===== config.mk =====
export PLATFORM = sky130hd
export DESIGN_NAME = round_controller_flat
export DESIGN_NICKNAME = d
export VERILOG_FILES = /design/src/rtl/round_controller_if.sv /design/src/rtl/round_controller.sv /design/src/flat_wrapper.sv
export SDC_FILE = /design/constraint.sdc
export NUM_CORES = 1
export LEC_CHECK = 0
export CAP_MARGIN = 30
export CORE_ASPECT_RATIO = 1.2
export CORE_UTILIZATION = 48
export CTS_BUF_LIST = sky130_fd_sc_hd__clkbuf_8
export CTS_CLUSTER_DIAMETER = 100
export DETAILED_ROUTE_END_ITERATION = 8
export PLACE_DENSITY = 0.84
export SLEW_MARGIN = 20
export SYNTH_ARGS = -nofsm -noshare
export SYNTH_HDL_FRONTEND = slang
export SYNTH_SLANG_ARGS = --single-unit

===== constraint.sdc =====
create_clock -name Clk -period 1.9 [get_ports Clk]
set_input_delay 0.285 -clock Clk [delete_from_list [all_inputs] [get_ports Clk]]
set_output_delay 0.285 -clock Clk [all_outputs]
set_load 0.1 [all_outputs]

===== src/rtl/round_controller_if.sv =====
// Signal bundle between the round sequencer and the rest of the snake game:
// frame timing, key/collision/food inputs and the flow/score outputs.
interface round_controller_if;
  logic        frame_clk;
  logic [15:0] keycode;
  logic        hit;
  logic        eat1;
  logic        eat2;
  logic        snake_rst;
  logic        play_en;
  logic [2:0]  state;
  logic [1:0]  countdown;
  logic [7:0]  score1;
  logic [7:0]  score2;
  logic [1:0]  lives;
  logic        game_over;

  modport master (
    output frame_clk, keycode, hit, eat1, eat2,
    input  snake_rst, play_en, state, countdown, score1, score2, lives, game_over
  );

  modport slave (
    input  frame_clk, keycode, hit, eat1, eat2,
    output snake_rst, play_en, state, countdown, score1, score2, lives, game_over
  );
endinterface


===== src/rtl/round_controller.sv =====
// Round sequencer for the two-snake game: countdown, play, pause, hit freeze
// and game over, with per-snake scores and a shared life counter.
module round_controller #(
  parameter int          COUNT_FRAMES  = 60,
  parameter int          COUNT_DIGITS  = 3,
  parameter int          FREEZE_FRAMES = 90,
  parameter int          LIVES         = 3,
  parameter int          SCORE_MAX     = 99,
  parameter logic [7:0]  START_KEY     = 8'h28,
  parameter logic [7:0]  PAUSE_KEY     = 8'h13
) (
  input  logic               Clk,
  input  logic               Reset_n,
  round_controller_if.slave  bus
);

  typedef enum logic [2:0] {
    S_IDLE  = 3'd0,
    S_COUNT = 3'd1,
    S_PLAY  = 3'd2,
    S_PAUSE = 3'd3,
    S_HIT   = 3'd4,
    S_OVER  = 3'd5
  } state_t;

  localparam logic [6:0] CNT_LAST   = 7'(COUNT_FRAMES - 1);
  localparam logic [6:0] FRZ_LAST   = 7'(FREEZE_FRAMES - 1);
  localparam logic [1:0] DIGITS     = 2'(COUNT_DIGITS);
  localparam logic [1:0] LIVES_INIT = 2'(LIVES);
  localparam logic [7:0] SCORE_TOP  = 8'(SCORE_MAX);

  function automatic logic [7:0] sat_inc(input logic [7:0] v);
    return (v >= SCORE_TOP) ? SCORE_TOP : v + 8'd1;
  endfunction

  logic frame_p0, frame_p1, frame_p2;
  logic start_p0, start_p1, pause_p0, pause_p1;
  logic eat1_p0, eat1_p1, eat2_p0, eat2_p1;
  logic hit_p0;

  logic start_lvl, pause_lvl;
  logic tick, start_press, pause_press, eat1_edge, eat2_edge;

  state_t     state_p1, state_n;
  logic [6:0] frame_cnt_p1, frame_cnt_n;
  logic [1:0] countdown_p1, countdown_n;
  logic [7:0] score1_p1, score1_n, score2_p1, score2_n;
  logic [1:0] lives_p1, lives_n;
  logic       snake_rst_p1, play_en_p1, game_over_p1;

  assign start_lvl = (bus.keycode[7:0] == START_KEY) | (bus.keycode[15:8] == START_KEY);
  assign pause_lvl = (bus.keycode[7:0] == PAUSE_KEY) | (bus.keycode[15:8] == PAUSE_KEY);

  // Stage 0: frame_clk synchroniser plus level capture for edge detection
  always_ff @(posedge Clk or negedge Reset_n) begin
    if (!Reset_n) begin
      frame_p0 <= 1'b0;
      frame_p1 <= 1'b0;
      frame_p2 <= 1'b0;
      start_p0 <= 1'b0;
      start_p1 <= 1'b0;
      pause_p0 <= 1'b0;
      pause_p1 <= 1'b0;
      eat1_p0  <= 1'b0;
      eat1_p1  <= 1'b0;
      eat2_p0  <= 1'b0;
      eat2_p1  <= 1'b0;
      hit_p0   <= 1'b0;
    end else begin
      frame_p0 <= bus.frame_clk;
      frame_p1 <= frame_p0;
      frame_p2 <= frame_p1;
      start_p0 <= start_lvl;
      start_p1 <= start_p0;
      pause_p0 <= pause_lvl;
      pause_p1 <= pause_p0;
      eat1_p0  <= bus.eat1;
      eat1_p1  <= eat1_p0;
      eat2_p0  <= bus.eat2;
      eat2_p1  <= eat2_p0;
      hit_p0   <= bus.hit;
    end
  end

  assign tick        = frame_p1 & ~frame_p2;
  assign start_press = start_p0 & ~start_p1;
  assign pause_press = pause_p0 & ~pause_p1;
  assign eat1_edge   = eat1_p0 & ~eat1_p1;
  assign eat2_edge   = eat2_p0 & ~eat2_p1;

  always_comb begin
    state_n     = state_p1;
    frame_cnt_n = frame_cnt_p1;
    countdown_n = countdown_p1;
    score1_n    = score1_p1;
    score2_n    = score2_p1;
    lives_n     = lives_p1;
    unique case (state_p1)
      S_IDLE, S_OVER: begin
        if (start_press) begin
          score1_n    = 8'd0;
          score2_n    = 8'd0;
          lives_n     = LIVES_INIT;
          countdown_n = DIGITS;
          frame_cnt_n = 7'd0;
          state_n     = S_COUNT;
        end
      end
      S_COUNT: begin
        if (tick) begin
          if (frame_cnt_p1 == CNT_LAST) begin
            frame_cnt_n = 7'd0;
            countdown_n = countdown_p1 - 2'd1;
            if (countdown_p1 == 2'd1) state_n = S_PLAY;
          end else begin
            frame_cnt_n = frame_cnt_p1 + 7'd1;
          end
        end
      end
      S_PLAY: begin
        // Collision outranks pause, which outranks food in the same cycle.
        if (hit_p0) begin
          if (lives_p1 <= 2'd1) begin
            lives_n = 2'd0;
            state_n = S_OVER;
          end else begin
            lives_n     = lives_p1 - 2'd1;
            frame_cnt_n = 7'd0;
            state_n     = S_HIT;
          end
        end else if (pause_press) begin
          state_n = S_PAUSE;
        end else begin
          if (eat1_edge) score1_n = sat_inc(score1_p1);
          if (eat2_edge) score2_n = sat_inc(score2_p1);
        end
      end
      S_PAUSE: begin
        if (pause_press) state_n = S_PLAY;
      end
      S_HIT: begin
        if (tick) begin
          if (frame_cnt_p1 == FRZ_LAST) begin
            frame_cnt_n = 7'd0;
            countdown_n = DIGITS;
            state_n     = S_COUNT;
          end else begin
            frame_cnt_n = frame_cnt_p1 + 7'd1;
          end
        end
      end
      default: state_n = S_IDLE;
    endcase
  end

  // Stage 1: round state, counters and outputs decoded from the next state
  always_ff @(posedge Clk or negedge Reset_n) begin
    if (!Reset_n) begin
      state_p1     <= S_IDLE;
      frame_cnt_p1 <= 7'd0;
      countdown_p1 <= 2'd0;
      score1_p1    <= 8'd0;
      score2_p1    <= 8'd0;
      lives_p1     <= LIVES_INIT;
      snake_rst_p1 <= 1'b1;
      play_en_p1   <= 1'b0;
      game_over_p1 <= 1'b0;
    end else begin
      state_p1     <= state_n;
      frame_cnt_p1 <= frame_cnt_n;
      countdown_p1 <= countdown_n;
      score1_p1    <= score1_n;
      score2_p1    <= score2_n;
      lives_p1     <= lives_n;
      snake_rst_p1 <= (state_n == S_IDLE) | (state_n == S_COUNT) | (state_n == S_OVER);
      play_en_p1   <= (state_n == S_PLAY);
      game_over_p1 <= (state_n == S_OVER);
    end
  end

  assign bus.state     = state_p1;
  assign bus.countdown = countdown_p1;
  assign bus.score1    = score1_p1;
  assign bus.score2    = score2_p1;
  assign bus.lives     = lives_p1;
  assign bus.snake_rst = snake_rst_p1;
  assign bus.play_en   = play_en_p1;
  assign bus.game_over = game_over_p1;

endmodule

===== src/flat_wrapper.sv =====
// flat-port wrapper written by rule: the top's interface ports become plain ports
module round_controller_flat 
#(
  parameter int          COUNT_FRAMES  = 60,
  parameter int          COUNT_DIGITS  = 3,
  parameter int          FREEZE_FRAMES = 90,
  parameter int          LIVES         = 3,
  parameter int          SCORE_MAX     = 99,
  parameter logic [7:0]  START_KEY     = 8'h28,
  parameter logic [7:0]  PAUSE_KEY     = 8'h13
)
  (Clk, Reset_n, bus_frame_clk, bus_keycode, bus_hit, bus_eat1, bus_eat2, bus_snake_rst, bus_play_en, bus_state, bus_countdown, bus_score1, bus_score2, bus_lives, bus_game_over);
  round_controller_if bus_i ();
  input  logic Clk;
  input  logic Reset_n;
  input wire logic [$bits(bus_i.frame_clk)-1:0] bus_frame_clk;
  input wire logic [$bits(bus_i.keycode)-1:0] bus_keycode;
  input wire logic [$bits(bus_i.hit)-1:0] bus_hit;
  input wire logic [$bits(bus_i.eat1)-1:0] bus_eat1;
  input wire logic [$bits(bus_i.eat2)-1:0] bus_eat2;
  output wire logic [$bits(bus_i.snake_rst)-1:0] bus_snake_rst;
  output wire logic [$bits(bus_i.play_en)-1:0] bus_play_en;
  output wire logic [$bits(bus_i.state)-1:0] bus_state;
  output wire logic [$bits(bus_i.countdown)-1:0] bus_countdown;
  output wire logic [$bits(bus_i.score1)-1:0] bus_score1;
  output wire logic [$bits(bus_i.score2)-1:0] bus_score2;
  output wire logic [$bits(bus_i.lives)-1:0] bus_lives;
  output wire logic [$bits(bus_i.game_over)-1:0] bus_game_over;
  assign bus_i.frame_clk = bus_frame_clk;
  assign bus_i.keycode = bus_keycode;
  assign bus_i.hit = bus_hit;
  assign bus_i.eat1 = bus_eat1;
  assign bus_i.eat2 = bus_eat2;
  assign bus_snake_rst = bus_i.snake_rst;
  assign bus_play_en = bus_i.play_en;
  assign bus_state = bus_i.state;
  assign bus_countdown = bus_i.countdown;
  assign bus_score1 = bus_i.score1;
  assign bus_score2 = bus_i.score2;
  assign bus_lives = bus_i.lives;
  assign bus_game_over = bus_i.game_over;
  round_controller #(.COUNT_FRAMES(COUNT_FRAMES), .COUNT_DIGITS(COUNT_DIGITS), .FREEZE_FRAMES(FREEZE_FRAMES), .LIVES(LIVES), .SCORE_MAX(SCORE_MAX), .START_KEY(START_KEY), .PAUSE_KEY(PAUSE_KEY)) u_core (.Clk(Clk), .Reset_n(Reset_n), .bus(bus_i));
endmodule

==> impl_metrics.env <==
export IMPL_htree_levels=2
export IMPL_start_util=0.500
export IMPL_critPathTopFamily="simple AND/OR/NAND/NOR gates"
export IMPL_cts_tree="done"
export IMPL_via_per_inst=5.71
export IMPL_period_share=0.986
export IMPL_async_reset_ff_frac=1.00
export IMPL_tns_ns=0
export IMPL_synth_compound_area_frac=0.203
export IMPL_die_y_microns=78.1
export IMPL_outcome="finished clean"
export IMPL_drtIter0Drc=145
export IMPL_relSlewSlack=0.652
export IMPL_synthMuxAreaShare=0.0378
export IMPL_fin_area_sq_mm=0.00333
export IMPL_clock_latency_ns=0.30
export IMPL_min_path_type="reg -> reg"
export IMPL_ys_seq_elements=45
export IMPL_nets=330
export IMPL_max_stage_delay_ns=0.70
export IMPL_cp_start_kind="flip-flop"
export IMPL_grt_usage=0.226
export IMPL_die_area_sq_mm=0.00511
export IMPL_antenna_left=0
export IMPL_drc=0
export IMPL_synthCells=224
export IMPL_fmax_mhz=534
export IMPL_cp_num_buf_inv=0
export IMPL_first_pass_iters=4
export IMPL_synth_edf_count=0
export IMPL_grt_start_max_net_pins=26
export IMPL_cp_slowest_cell="or4b_2"
export IMPL_path_clk_slew_ns=0.07
export IMPL_grt_pass1_wl_microns=8890
export IMPL_power_density_mw_per_mm2=732
export IMPL_die_x_microns=65.4
export IMPL_synth_top_flop_cell="dfrtp_1"
export IMPL_final_cell_mix="buf_4, dfrtp_1, clkdlybuf4s50_1"
export IMPL_irDropWorstVdd_mv=0.733
export IMPL_numCtsBuffers=5
export IMPL_yosysWarnings=0
export IMPL_fin_skew_ns=0.0113
export IMPL_drt_wirelength_per_cell_microns=15.6
export IMPL_required_ns=2.09
export IMPL_worstPathCellList="or4b_2 -> a21oi_2 -> a211o_1 -> a221oi_4 -> and2_1"
export IMPL_report_final_slew_viol_count=0
export IMPL_crit_fanout=6
export IMPL_fin_ws_ns=0.0260
export IMPL_clock_root_buffer="clkbuf_8"
export IMPL_yosysTopAreaCellShare=0.454
export IMPL_avgSynthCellArea_sq_um=10.3
export IMPL_num_rows=27
export IMPL_setup_violations=0
export IMPL_grt_ovfl_total=0
export IMPL_wl_microns=5660
export IMPL_syn_area_sq_mm=0.00232
export IMPL_drive_gt1_frac=0.368
export IMPL_synth_xor_area_share=0.00378
export IMPL_post_dp_cell_area_sq_mm=0.00309
export IMPL_place_ws_ns=-0.0134
export IMPL_synth_adder_area_share=0.0270
export IMPL_synthSimpleGateAreaFrac=0.198
export IMPL_yosys_top_cells_area="dfrtp_1, dfstp_2, mux2_2, ha_1, nor2b_1"
export IMPL_hold_viol=0
export IMPL_syn_to_final_growth_pct=43.6
export IMPL_num_io_pins=48
export IMPL_synth_nets=251
export IMPL_leakagePower_nw=1.47
export IMPL_antenna_cells=0
export IMPL_critPathCaptureType="flip-flop"
export IMPL_layout_commonest_cell="buf_4"
export IMPL_grt_pass1_vias=2032
export IMPL_post_route_min_period_ns=1.87
export IMPL_critical_path_class="reg -> reg"
export IMPL_vias=2067
export IMPL_synth_top_family_by_area="compound AO/OA/AOI/OAI gates"
export IMPL_ys_seq_area_frac=0.488
export IMPL_tightest_slew_ns=0.518
export IMPL_core_area_sq_mm=0.00463
export IMPL_cap_violations=0
export IMPL_clkSinkCount=45
export IMPL_gp_congestion=0.887
export IMPL_cts_max_path_buffers=2
export IMPL_antenna_found_initial=0
export IMPL_synth_top_cell_by_area="dfrtp_1"
export IMPL_arrival_ns=2.06
export IMPL_dp_hpwl_microns=4030
export IMPL_rsz0062_at_grt="yes"
export IMPL_portBuffers=47
export IMPL_ys_types=53
routing by layer:
layer | track usage | vias to the layer above | wire [microns]
met1 | 0.258 | 997 | 2270
li1 | - | 991 | -
met5 | 0 | - | 0
met2 | 0.406 | 65 | 3040
met4 | 0.0783 | 0 | 128
met3 | 0.0494 | 14 | 231
per-stage QoR:
step | utilization | hold slack [ns] | cells | total power [mW]
global placement | 0.667 | 0.270 | 347 | 1.81
CTS | 0.691 | 0.353 | 356 | 2.44
floorplan | - | -0.0106 | 224 | 1.56
global route | 0.719 | 0.359 | 362 | 2.54
detailed placement | 0.667 | 0.272 | 347 | 1.84
finish | 0.719 | 0.353 | 362 | 2.43
state kept, by name (all words and copies together) (netlist names), 2 cells and up:
name,cells
u_core.bus.countdown,2
u_core.bus.lives,2
u_core.bus.score1,8
u_core.bus.score2,8
u_core.bus.state,3
u_core.frame_cnt_p1,7
cell families (layout without fill, tap and decap cells):
logic type      count (synthesis)  after routing
simple gates                   81             81
compound gates                 65             65
flops                          45             45
buf+inv                        19             99
mux                             8              8
fa+ha+maj                       5              5
xor+xnor                        1              1
layout make-up:
class | count | area (sq um)
clock buffer | 6 | 82.6
fill | 331 | 1300
multi-input combinational | 160 | 1210
timing repair buffer | 79 | 744
clock inverter | 2 | 7.51
inverter | 12 | 45.0
sequential | 45 | 1160
tap | 58 | 72.6
path summary, 6_finish.rpt:
path	startpoint	cells after the start	to	slack, ns
setup / recovery	u_core.bus.state[0]	5	u_core.bus.play_en	0.03
hold / removal	u_core.frame_p0	0	u_core.frame_p1	0.35
setup reg to reg	u_core.bus.state[0]	5	u_core.bus.play_en	0.03
hold reg to reg	u_core.frame_p0	0	u_core.frame_p1	0.35
max in group asynchronous	Reset_n	3	u_core.bus.score2[0]	0.93
min in group asynchronous	Reset_n	2	u_core.bus.score2[5]	0.47
Yosys cell counts, types with 2 or more instances:
library cell and n:
a21oi_2 2, o21bai_1 2, or4_1 2, nor2_1 16, a31o_2 6, and3_1 5
nand4_1 4, ha_1 5, nand2_1 10, nand3_1 7, mux2i_1 2, nor4b_1 2
inv_1 12, and2b_1 2, nor2b_1 10, mux2_2 6, a221o_1 3, nor3_1 6
nand2b_1 7, a21oi_1 11, o31ai_1 5, dfstp_2 3, o31a_1 2, dfrtp_1 42
o21ai_0 11, buf_2 2, a22o_1 2, o2bb2ai_1 4, buf_6 3, o22ai_1 4
o211ai_1 4
power breakdown:
part | switching, mW | internal [mW] | total, mW
Combinational | 0.459 | 0.293 | 0.751
Clock | 0.306 | 0.286 | 0.592
Sequential | 0.0619 | 1.03 | 1.09
what timing repair did:
action / CTS / global route
hold buffers: 1 / 0
setup endpoints to repair: 3 / 18
gates resized for setup: 2 / 13
buffers inserted: 0 / 6
pin swaps: 1 / 8
hold endpoints to repair: 17 / 0
Power figures use the tool's default switching activity.
